**src/rtl/slatch_bank.sv**
```systemverilog
// Bank of byte-lane-writable registers. Each channel updates its active copy
// either on the write itself or, for deferred channels, on a global commit.
module slatch_bank #(
    parameter int                  WIDTH      = 16,
    parameter int                  CHANNELS   = 4,
    parameter int                  AW         = (CHANNELS > 1) ? $clog2(CHANNELS) : 1,
    parameter logic [CHANNELS-1:0] DEFER_MASK = {CHANNELS{1'b0}},
    parameter logic [WIDTH-1:0]    RESET_VAL  = {WIDTH{1'b0}}
) (
    input  logic                      sys_clk,
    input  logic                      reset,
    input  logic                      wr_en,
    input  logic [AW-1:0]             wr_addr,
    input  logic [WIDTH-1:0]          wr_data,
    input  logic [WIDTH/8-1:0]        wr_be,
    input  logic                      commit,
    input  logic [AW-1:0]             rd_addr,
    input  logic                      rd_shadow,
    output logic [WIDTH-1:0]          rd_data,
    output logic [CHANNELS*WIDTH-1:0] q,
    output logic [CHANNELS-1:0]       pending,
    output logic                      commit_ack
);

    localparam int NB = WIDTH / 8;

    function automatic logic [WIDTH-1:0] merge_lanes(
        input logic [WIDTH-1:0] old_v,
        input logic [WIDTH-1:0] new_v,
        input logic [NB-1:0]    be
    );
        logic [WIDTH-1:0] r;
        r = old_v;
        for (int i = 0; i < NB; i++) begin
            if (be[i]) begin
                r[8*i +: 8] = new_v[8*i +: 8];
            end else begin
                r[8*i +: 8] = old_v[8*i +: 8];
            end
        end
        return r;
    endfunction

    logic [WIDTH-1:0]    shadow_q [CHANNELS];
    logic [WIDTH-1:0]    shadow_d [CHANNELS];
    logic [WIDTH-1:0]    active_q [CHANNELS];
    logic [WIDTH-1:0]    active_d [CHANNELS];
    logic [CHANNELS-1:0] pending_q;
    logic [CHANNELS-1:0] pending_d;
    logic [WIDTH-1:0]    rd_data_q;
    logic [WIDTH-1:0]    rd_data_d;
    logic                commit_ack_q;
    logic                commit_ack_d;
    logic [CHANNELS-1:0] wr_hit_s;
    logic [CHANNELS-1:0] xfer_s;
    logic                any_be_s;

    // Next-state for every channel plus the read-before-write readback mux.
    // A write landing in the same cycle as a commit is forwarded straight
    // into the active copy, so a deferred channel never lags a commit.
    always_comb begin
        any_be_s     = |wr_be;
        rd_data_d    = {WIDTH{1'b0}};
        wr_hit_s     = {CHANNELS{1'b0}};
        xfer_s       = {CHANNELS{1'b0}};
        pending_d    = {CHANNELS{1'b0}};
        for (int c = 0; c < CHANNELS; c++) begin
            wr_hit_s[c] = wr_en && (wr_addr == AW'(c));
            if (wr_hit_s[c]) begin
                shadow_d[c] = merge_lanes(shadow_q[c], wr_data, wr_be);
            end else begin
                shadow_d[c] = shadow_q[c];
            end

            if (!DEFER_MASK[c]) begin
                active_d[c]  = shadow_d[c];
                pending_d[c] = 1'b0;
                xfer_s[c]    = 1'b0;
            end else if (commit && (pending_q[c] || (wr_hit_s[c] && any_be_s))) begin
                active_d[c]  = shadow_d[c];
                pending_d[c] = 1'b0;
                xfer_s[c]    = 1'b1;
            end else begin
                active_d[c]  = active_q[c];
                pending_d[c] = pending_q[c] | (wr_hit_s[c] & any_be_s);
                xfer_s[c]    = 1'b0;
            end

            rd_data_d = rd_data_d |
                        ((rd_addr == AW'(c)) ? (rd_shadow ? shadow_q[c] : active_q[c])
                                             : {WIDTH{1'b0}});
        end
        commit_ack_d = commit && (|xfer_s);
    end

    // State registers; reset wins over any write or commit in the same cycle.
    always_ff @(posedge sys_clk) begin
        if (reset) begin
            for (int c = 0; c < CHANNELS; c++) begin
                shadow_q[c] <= RESET_VAL;
                active_q[c] <= RESET_VAL;
            end
            pending_q    <= {CHANNELS{1'b0}};
            rd_data_q    <= {WIDTH{1'b0}};
            commit_ack_q <= 1'b0;
        end else begin
            for (int c = 0; c < CHANNELS; c++) begin
                shadow_q[c] <= shadow_d[c];
                active_q[c] <= active_d[c];
            end
            pending_q    <= pending_d;
            rd_data_q    <= rd_data_d;
            commit_ack_q <= commit_ack_d;
        end
    end

    // Flatten the active copies onto q.
    always_comb begin
        q = {(CHANNELS*WIDTH){1'b0}};
        for (int c = 0; c < CHANNELS; c++) begin
            q[c*WIDTH +: WIDTH] = active_q[c];
        end
    end

    assign rd_data    = rd_data_q;
    assign pending    = pending_q;
    assign commit_ack = commit_ack_q;

endmodule

```
**config.mk**
```make
export PLATFORM = sky130hd
export DESIGN_NAME = slatch_bank
export DESIGN_NICKNAME = d
export VERILOG_FILES = /design/src/rtl/slatch_bank.sv
export SDC_FILE = /design/constraint.sdc
export NUM_CORES = 1
export LEC_CHECK = 0
export CELL_PAD_IN_SITES_DETAIL_PLACEMENT = 2
export CELL_PAD_IN_SITES_GLOBAL_PLACEMENT = 2
export CORE_MARGIN = 5
export CORE_UTILIZATION = 29
export DETAILED_ROUTE_END_ITERATION = 12
export PLACE_DENSITY = 0.88
export SYNTH_ARGS = -nofsm -noshare
export SYNTH_HDL_FRONTEND = slang
export SYNTH_SLANG_ARGS = --single-unit
```
**constraint.sdc**
```tcl
create_clock -name sys_clk -period 1.31 [get_ports sys_clk]
set_clock_uncertainty 0.2 [all_clocks]
set_input_delay 0.131 -clock sys_clk [delete_from_list [all_inputs] [get_ports sys_clk]]
set_output_delay 0.131 -clock sys_clk [all_outputs]
set_load 0.1 [all_outputs]
```
======== Word-level counts from Yosys, hierarchy flattened ========
Memories as Yosys holds them, arrays and structs flattened.
Cells that the tools add are included.
W data, S select, Z words.
storage, ports and cells
  output and inout bits ................... 85
  logic and storage cells ................. 57
  input port bits ......................... 27
  memories kept ........................... 2
  memory bits (writable) .................. 128
  register bits ........................... 16
memory list
  memory    words  width  rd ports  clocked after Yosys merged registers in  write ports  line  RTL
  active_q  4      16     4         0                                        4            46    logic [WIDTH-1:0] active_q [CHANNELS];
  shadow_q  4      16     4         0                                        4            44    logic [WIDTH-1:0] shadow_q [CHANNELS];
operators by class
  muxes and demuxes ....................... 31
  bitwise gates (word level) .............. 11
  reduce and logical (&&, ||, !) cells .... 6
  equality and inequality tests ........... 6
operator list
  cell                  count
  $mux W16              20
  $mux W8               8
  $or A16 B16 Y16       3
  $eq A2 B2 Y1 const B  4
  $or A1 B1 Y1          8
  $eq A2 B1 Y1 const B  2
  $logic_and A1 B1 Y1   4
  $logic_not A2 Y1      2
  $mux W1               3

======== Depth between registers and ports, before layout ========
Gate-level depths: netlist of run 1.
An unclocked memory read counts as a cell.
  word-level depth ........................ 6
  gate-level depth with buffers ........... 5
  depth with buffers taken out ............ 2

======== Worst setup path after synthesis of run 1 ========
OpenSTA, ideal clock, no wires.
  kind .................................... register to register
  start point ............................. memory shadow_q[1][14]
  end point ............................... register rd_data_q[14], in the netlist rd_data[14]
  path slack .............................. -0.292 ns
  data required time ...................... 1.032 ns
  period minus slack after synthesis ...... 1.602 ns
  cell stages (with the launch flop) ...... 3
  setup time .............................. 0.078 ns
  data arrival time ....................... 1.324 ns
  path buffers ............................ 0
  path through ............................ dfxtp_1 > mux2i_1 > o22ai_2
RTL lines
  element               line  RTL
  from (decl)           44
  to (signal assigned)  104   rd_data_q <= {WIDTH{1'b0}};
  to (signal assigned)  112   rd_data_q <= rd_data_d;
  to (decl)             50    logic [WIDTH-1:0] rd_data_q;

======== Worst setup path in the final report of run 1 ========
  start point ............................. register rd_data_q[0], in the netlist rd_data[0]
  end point ............................... output port rd_data[0]
RTL lines
  element    line  RTL
  to (decl)  19    output logic [WIDTH-1:0] rd_data,
No word-level cell between the ends.

==> results of run 1 <==
[sequential cells by signal (all words and copies together) (netlist names)]
name,count
rd_data,16
shadow_q,32
active_q,32
[cells by family after synthesis]
group                  after synthesis  synth area share (%)
multiplexers                        96                 27.12
AND/OR/NAND/NOR                     92                 17.48
flip-flops                          80                 45.20
other                                1                0.1058
buffers and inverters               31                 5.508
AO/OA/AOI/OAI                       16                 4.591
[timing repair]
action | CTS | global route
cloned | 1 | 0
setup endpoints to repair | 46 | 13
resized for setup | 6 | 1
setup buffers | 2 | 0
pin swaps | 0 | 1
[area by class of cell]
class                           count  share of cell area (%)
Timing Repair Buffer              123                   35.15
Multi-Input combinational cell    209                   29.06
Sequential cell                    80                   27.68
Clock buffer                       10                   3.933
Tap cell                          147                   3.027
Clock inverter                      4                   1.153
[worst paths after layout]
path | start | cells after the start | to
worst max register to register | shadow_q[1][0]$_SDFFE_PP0P_ | 2 | rd_data[0]$_SDFF_PP0_
worst min-delay path | wr_be[1] | 3 | shadow_q[1][9]$_SDFFE_PP0P_
worst min register to register | active_q[2][15]$_SDFFE_PP0P_ | 2 | active_q[2][15]$_SDFFE_PP0P_
worst max-delay path | rd_data[0]$_SDFF_PP0_ | 1 | rd_data[0]
[layer usage]
layer  track usage, %  part of all wire [%]
met1            17.71                    38
met2            32.52                    57
met3            4.163                   3.5
met4            3.754                  0.98
met5                0                     0
[power breakdown]
part           internal [mW]  switching (mW)  total (mW)
clock                   1.69           0.977        2.67
sequential              2.49          0.0702        2.56
combinational          0.433           0.669        1.10
[cells in the mapped netlist]
library cell	count	share of area, %
nand4b_1	3	0.74
buf_12	1	0.56
clkbuf_1	8	0.85
buf_4	9	1.9
nand2b_1	81	14
buf_6	2	0.64
o22ai_1	6	1.1
or2_1	1	0.18
mux2i_1	96	27
and4b_1	2	0.56
o22ai_2	10	3.5
clkbuf_2	1	0.14
and4bb_2	1	0.35
conb_1	1	0.11
buf_2	10	1.4
nand4_2	2	0.71
nand4bb_1	2	0.64
dfxtp_1	80	45
[metrics by stage]
step,setup slack (ps),utilization [%]
2_1_floorplan,56.92,-
3_3_place_gp,-326.2,47.80
3_5_place_dp,-391.4,47.80
4_1_cts,18.56,50.56
5_1_grt,28.21,50.58
6_report,65.80,50.58
==> impl_metrics.py, run 1 <==
metrics = {
    "layout": {
        "drive_gt1_share_pct": 45.31,
        "postLayoutCellArea_um2": 6076,
        "nets": 450,
        "syn_to_final_growth_pct": 71.47,
        "final_cell_mix": "95 x mux2i_1, 93 x buf_12, 81 x nand2b_1",
        "final_common_cell": "mux2i_1",
        "finalNonFillerCells": 573,
        "diodes": 0,
        "ff_latch_area_um2": 1682,
        "multiInputGateArea_um2": 1765,
        "nFillCells": 1142,
    },
    "global_routing": {
        "grt-ovfl-total": 0,
        "grt_pass1_vias": 3127,
        "grt_max_degree": 46,
        "antenna_found_initial": 0,
        "grtUsageTotal_pct": 16.62,
        "grt_pass1_wl_um": 18390,
    },
    "setup_path": {
        "crit_buf_inv": 1,
        "slowest_delay_ps": 390,
        "crit_arrival_ps": 910,
        "cp-end-kind": "output port",
        "critPathKind": "flop to output port",
        "cp_cell_sequence": "buf_12",
        "path_max_fanout": 1,
        "critPathTopFamily": "flip-flops",
        "setup.worst_path.start_class": "flop",
        "required_ps": 980,
        "crit_path_top_delay_cell": "dfxtp_1",
        "regToRegSetupSlack_ps": 260,
    },
    "routing": {
        "drt_iter0_drc": 43,
        "wl_um": 11790,
        "vias": 2750,
        "drc": 0,
        "drt-vias-per-instance": 4.799,
        "drt-pass1-iter-count": 4,
        "drtAntennaViolNets": 0,
        "wl_per_cell_um": 20.58,
    },
    "clocking": {
        "insertion_delay_ps": 330,
        "clock_path_buffers": 2,
        "cts_buffers": 9,
        "ctsHoldBuffers": 0,
        "cts.sinks": 80,
        "cts_root_buf": "clkbuf_16",
        "cts.clk_slew.worst_paths_ps": 60,
        "cts_max_level": 3,
        "cts_tree": "built",
    },
    "timing": {
        "rsz0062_at_grt": "false",
        "period_share_pct": 94.98,
        "whs_ps": 129.5,
        "setup_viol": 0,
        "hold_viol_final": 0,
        "fmax_ghz": 0.8037,
        "period_minus_slack_ps": 1244,
        "setup_tns_ps": 0,
        "slew_viol_final": 0,
    },
    "floorplanning": {
        "die_area_um2": 14530,
        "die_width_um": 120.5,
        "fp.dieH_um": 120.5,
        "start_util_pct": 29.50,
        "rows": 40,
        "num_io_pins": 112,
        "core_area_um2": 12010,
    },
    "synthesis": {
        "ys_warn_count": 0,
        "seq_area_frac_synth_pct": 45.20,
        "syn_area_um2": 3543,
        "postSynthCellCount": 316,
        "synth-seq-cells": 80,
        "yosysUniqueCellTypes": 18,
        "synth.avg_cell_area_um2": 11.21,
    },
    "power_and_ir_drop": {
        "finalPower_mw": 6.336,
        "powerDensity_nw_per_um2": 1043,
        "p_leak_nw": 2.608,
        "peakVddDrop_mv": 0.6559,
    },
    "job": {
        "max_cap_viol_count": 0,
    },
    "placement": {
        "dpl-instance-area_um2": 5742,
        "io_buffer_count": 104,
        "dp_hpwl_um": 8633,
        "gp_congestion": 0.7427,
        "dp.cells": 556,
    },
    "min_path": {
        "hp-class": "input pin to flop",
    },
    "run_status": {
        "status": "completed",
    },
}
No activity file was read; power rests on OpenSTA's default activity.
==> inputs of run 2 (changes only) <==
--- a/config.mk
+++ b/config.mk
@@ -5,12 +5,13 @@
 export SDC_FILE = /design/constraint.sdc
 export NUM_CORES = 1
 export LEC_CHECK = 0
+export ABC_AREA = 1
 export CELL_PAD_IN_SITES_DETAIL_PLACEMENT = 2
 export CELL_PAD_IN_SITES_GLOBAL_PLACEMENT = 2
 export CORE_MARGIN = 5
-export CORE_UTILIZATION = 29
+export CORE_UTILIZATION = 24
 export DETAILED_ROUTE_END_ITERATION = 12
-export PLACE_DENSITY = 0.88
+export PLACE_DENSITY = 0.87
 export SYNTH_ARGS = -nofsm -noshare
 export SYNTH_HDL_FRONTEND = slang
 export SYNTH_SLANG_ARGS = --single-unit
==> impl_metrics.py, run 2 <==
metrics = {
    "run_status": {
        "status": "completed",
    },
    "clocking": {
        "cts_buffers": 9,
        "cts_tree": "built",
        "cts_root_buf": "clkbuf_16",
        "clock_path_buffers": 2,
        "cts.clk_slew.worst_paths_ps": 60,
        "cts.sinks": 80,
        "insertion_delay_ps": 350,
        "cts_max_level": 3,
        "post-cts-setup-buffer-count": 0,
    },
    "layout": {
        "drive_gt1_share_pct": 28.02,
        "syn_to_final_growth_pct": 72.71,
        "final_common_cell": "nand2_1",
        "final_cell_mix": "161 x nand2_1, 144 x nor2_1, 87 x buf_12",
        "nFillCells": 1747,
        "nets": 743,
        "postLayoutCellArea_um2": 6500,
    },
    "floorplanning": {
        "num_io_pins": 112,
        "die_area_um2": 18290,
        "core_area_um2": 15310,
        "die_width_um": 135.2,
        "fp.dieH_um": 135.2,
        "start_util_pct": 24.58,
        "rows": 45,
    },
    "synthesis": {
        "synthTopCellsByCount": "161 x nand2_1, 144 x nor2_1, 86 x inv_1",
        "seq_area_frac_synth_pct": 42.55,
        "synth.avg_cell_area_um2": 6.262,
        "synth_area_leaders": "dfxtp_1 43%, nand2_1 16%, nor2_1 14%",
        "yosysMostFrequentCell": "nand2_1",
        "yosysTopAreaCellShare_pct": 42.55,
        "synth-seq-cells": 80,
        "ys_warn_count": 0,
        "yosysTopAreaCell": "dfxtp_1",
        "synthArstFlopShare_pct": 0,
        "ys.flop_type": "dfxtp_1",
        "yosysUniqueCellTypes": 14,
        "syn_area_um2": 3764,
        "postSynthCellCount": 601,
        "synth-edff-count": 0,
    },
    "placement": {
        "gp_congestion": 0.8489,
        "io_buffer_count": 104,
        "place_ws_ps": -674.4,
        "dpl-instance-area_um2": 6107,
        "dp_hpwl_um": 15210,
    },
    "setup_path": {
        "path_max_fanout": 3,
        "cp-end-kind": "output port",
        "critPathKind": "flop to output port",
        "critPathTopFamily": "flip-flops",
        "slowest_delay_ps": 420,
        "cp_cell_sequence": "buf_12",
        "setup.worst_path.start_class": "flop",
        "crit_path_top_delay_cell": "dfxtp_2",
        "crit_arrival_ps": 970,
        "required_ps": 980,
        "crit_buf_inv": 1,
    },
    "routing": {
        "drt_iter0_drc": 347,
        "wl_um": 21820,
        "drt-vias-per-instance": 4.877,
        "drc": 0,
        "drtAntennaViolNets": 0,
        "vias": 4550,
        "drt-pass1-iter-count": 5,
        "wl_per_cell_um": 23.39,
    },
    "power_and_ir_drop": {
        "finalPower_mw": 7.292,
        "p_leak_nw": 3.082,
        "powerDensity_nw_per_um2": 1122,
        "peakVddDrop_mv": 0.7066,
    },
    "global_routing": {
        "grt_pass1_wl_um": 32150,
        "grtUsageTotal_pct": 23.31,
        "grt-ovfl-total": 0,
        "antenna_found_initial": 1,
        "grt_max_degree": 32,
        "grt_pass1_vias": 5082,
    },
    "min_path": {
        "hp-class": "input pin to flop",
    },
    "timing": {
        "period_share_pct": 99.30,
        "setup_viol": 0,
        "hold_viol_final": 0,
        "period_minus_slack_ps": 1301,
        "fmax_ghz": 0.7687,
        "setup_ws_ps": 9.158,
        "slew_viol_final": 0,
    },
    "job": {
        "max_cap_viol_count": 0,
    },
}
==> run 2: layout make-up <==
type / count / area, um2 / share of cell area [%]
clock inverter: 2 / 60.06 / 0.9240
timing repair buffer: 136 / 2153 / 33.13
sequential: 80 / 1729 / 26.60
clock buffer: 14 / 274.0 / 4.216
multi-input combinational: 402 / 1690 / 26.01
tap: 211 / 264.0 / 4.062
inverter: 87 / 326.6 / 5.024
antenna: 1 / 2.502 / 0.03850
==> run 2: routing by layer <==
layer | up-vias | GRT usage [%] | part of all wire, %
li1 | 2031 | - | -
met1 | 2283 | 28.93 | 41
met2 | 186 | 40.96 | 49
met3 | 50 | 4.681 | 5.8
met4 | 0 | 6.439 | 3.9
met5 | - | 0 | 0
==> run 2: kinds of logic after synthesis <==
logic type,count (synthesis),synth area share [%]
buffers and inverters,123,13.60
flip-flops,80,42.55
other,1,0.09964
AND/OR/NAND/NOR,397,43.75
==> run 2: where the power goes <==
group | internal (mW) | switching, mW
Sequential | 2.50 | 0.154
Combinational | 0.540 | 1.15
Clock | 1.83 | 1.11
Total | 4.87 | 2.42
==> run 2: stage by stage <==
| step | utilization (%) | hold WS, ps | instances | TNS, ps |
|---|---|---|---|---|
| finish | 42.44 | 173.5 | 933 | 0 |
| global route | 42.44 | 198.7 | 933 | -18.94 |
| CTS | 42.26 | 255.5 | 932 | 0 |
| detailed placement | 39.88 | 316.8 | 916 | -38120 |
| global placement | 39.88 | 308.5 | 916 | -31230 |
| floorplan | - | 65.79 | 605 | 0 |
==> run 2: worst paths after layout <==
kind,startpoint,end,slack [ps],cells after the start
worst max-delay path,shadow_q[0][15]$_SDFFE_PP0P_,q[15],9,1
worst min-delay path,wr_addr[0],shadow_q[0][8]$_SDFFE_PP0P_,170,6
worst max register to register,active_q[3][13]$_SDFFE_PP0P_,rd_data[13]$_SDFF_PP0_,200,4
worst min register to register,active_q[3][10]$_SDFFE_PP0P_,active_q[3][10]$_SDFFE_PP0P_,330,2
==> run 2: what timing repair did <==
item	4_1_cts	5_1_grt
endpoints found under the setup margin	84	28
hold buffers	0	0
pin swaps	1	0
gates resized for setup	18	20
==> inputs of run 3 (changes only) <==
==> constraint.sdc (replaced) <==
create_clock -name sys_clk -period 1.2 [get_ports sys_clk]
set_clock_uncertainty 0.2 [all_clocks]
set_input_delay 0.12 -clock sys_clk [delete_from_list [all_inputs] [get_ports sys_clk]]
set_output_delay 0.12 -clock sys_clk [all_outputs]
set_load 0.1 [all_outputs]
==> impl_metrics.py, run 3 (synthesized netlist as in run 2, its figures left out) <==
metrics = {
    "layout": {
        "final_common_cell": "nand2_1",
        "ff_latch_area_um2": 1862,
        "nFillCells": 1657,
        "syn_to_final_growth_pct": 96.81,
        "postLayoutCoreUtil_pct": 48.37,
        "drive_gt1_share_pct": 42.89,
        "nets": 817,
        "finalNonFillerCells": 1006,
        "multiInputGateArea_um2": 1866,
        "final_cell_mix": "138 x nand2_1, 129 x nor2_1, 93 x buf_4",
        "diodes": 0,
    },
    "timing": {
        "slew_viol_final": 0,
        "rsz0062_at_grt": "true",
        "whs_ps": 24.89,
        "period_minus_slack_ps": 1251,
        "period_share_pct": 104.2,
        "hold_viol_final": 0,
        "fmax_ghz": 0.7996,
        "setup_viol": 79,
        "setup_ws_ps": -50.68,
    },
    "power_and_ir_drop": {
        "clockPowerShare_pct": 38.2,
        "pwr-share-seq_pct": 34.8,
        "powerDensity_nw_per_um2": 1078,
        "p_comb_share_pct": 27.0,
        "finalPower_mw": 7.981,
        "peakVddDrop_mv": 1.042,
        "p_sw_share_pct": 34.65,
        "p_leak_nw": 3.532,
        "power.internal_mw": 5.216,
        "p_sw_mw": 2.765,
    },
    "floorplanning": {
        "rows": 45,
        "core_area_um2": 15310,
        "num_io_pins": 112,
        "die_area_um2": 18290,
        "fp.dieH_um": 135.2,
        "die_width_um": 135.2,
        "start_util_pct": 24.58,
    },
    "setup_path": {
        "crit_arrival_ps": 1300,
        "path_max_fanout": 2,
        "critPathKind": "flop to flop",
        "regToRegSetupSlack_ps": -50,
        "cp-end-kind": "flop",
        "setup.worst_path.start_class": "flop",
        "required_ps": 1250,
    },
    "clocking": {
        "cts_buffers": 9,
        "cts_max_level": 3,
        "insertion_delay_ps": 360,
        "cts.sinks": 80,
        "ctsHoldBuffers": 0,
        "cts_root_buf": "clkbuf_16",
        "clock_path_buffers": 2,
        "cts_tree": "built",
        "cts.clk_slew.worst_paths_ps": 60,
    },
    "routing": {
        "drt-pass1-iter-count": 4,
        "wl_per_cell_um": 25.58,
        "drt_iter0_drc": 326,
        "wl_um": 25730,
        "drc": 0,
        "drt-vias-per-instance": 4.880,
        "drtAntennaViolNets": 0,
        "vias": 4909,
    },
    "placement": {
        "gp_congestion": 0.7933,
        "dp_hpwl_um": 14410,
        "io_buffer_count": 104,
        "place_ws_ps": -740.3,
        "dp.cells": 921,
    },
    "global_routing": {
        "grt_pass1_wl_um": 36980,
        "grtUsageTotal_pct": 27.27,
        "antenna_found_initial": 1,
        "grt-ovfl-total": 0,
        "grt_pass1_vias": 5512,
        "grt_max_degree": 35,
    },
    "run_status": {
        "status": "finished, violations left",
        "violations": "negative setup slack",
    },
    "min_path": {
        "hp-class": "input pin to flop",
    },
    "job": {
        "max_cap_viol_count": 0,
    },
}
==> run 3: final cells by class <==
cell class | count | share of cell area, %
Clock inverter | 4 | 0.9459
Multi-Input combinational cell | 402 | 25.19
Inverter | 87 | 4.493
Timing Repair Buffer | 210 | 37.48
Sequential cell | 80 | 25.14
Clock buffer | 12 | 3.193
Tap cell | 211 | 3.564
==> run 3: layer usage <==
layer,global-route usage [%],wire length (um),vias to the layer above
met5,0,13,-
met4,9.966,797,2
met3,7.912,1377,58
met2,45.35,12770,161
met1,33.46,10770,2503
li1,-,-,2185
==> run 3: power by group through the flow <==
stage	Combinational [mW]	Sequential, mW	Clock, mW
finish	2.15	2.78	3.05
global route	2.22	2.79	3.25
CTS	2.01	2.77	3.00
detailed placement	1.84	2.88	0
global placement	1.76	2.88	0
floorplan	0.447	3.46	0
==> run 3: through the flow <==
stage               area (um2)  TNS, ps
floorplan                 3991   -22.75
detailed placement        6315   -45100
global placement          6315   -35400
CTS                       7181   -821.4
global route              7407    -3884
finish                    7407    -1764
==> run 3: worst paths after layout <==
check	from	end	cells past startpoint
setup reg to reg	shadow_q[1][11]$_SDFFE_PP0P_	rd_data[11]$_SDFF_PP0_	5
hold reg to reg	shadow_q[1][4]$_SDFFE_PP0P_	shadow_q[1][4]$_SDFFE_PP0P_	4
setup / recovery	shadow_q[1][11]$_SDFFE_PP0P_	rd_data[11]$_SDFF_PP0_	5
hold / removal	wr_data[3]	active_q[2][3]$_SDFFE_PP0P_	3
==> run 3: critical path, cell delays in order (launching register included) <==
cell	delay, ps
dfxtp_4	350
buf_4	140
nand3_1	140
nand2_2	120
nor2_4	130
nor2_1	60
==> run 3: what timing repair did <==
item,in CTS,in global routing
endpoints found under the setup margin,147,145
resized for setup,35,64
pin swaps,1,17
buffers inserted,65,2
gates cloned,0,2
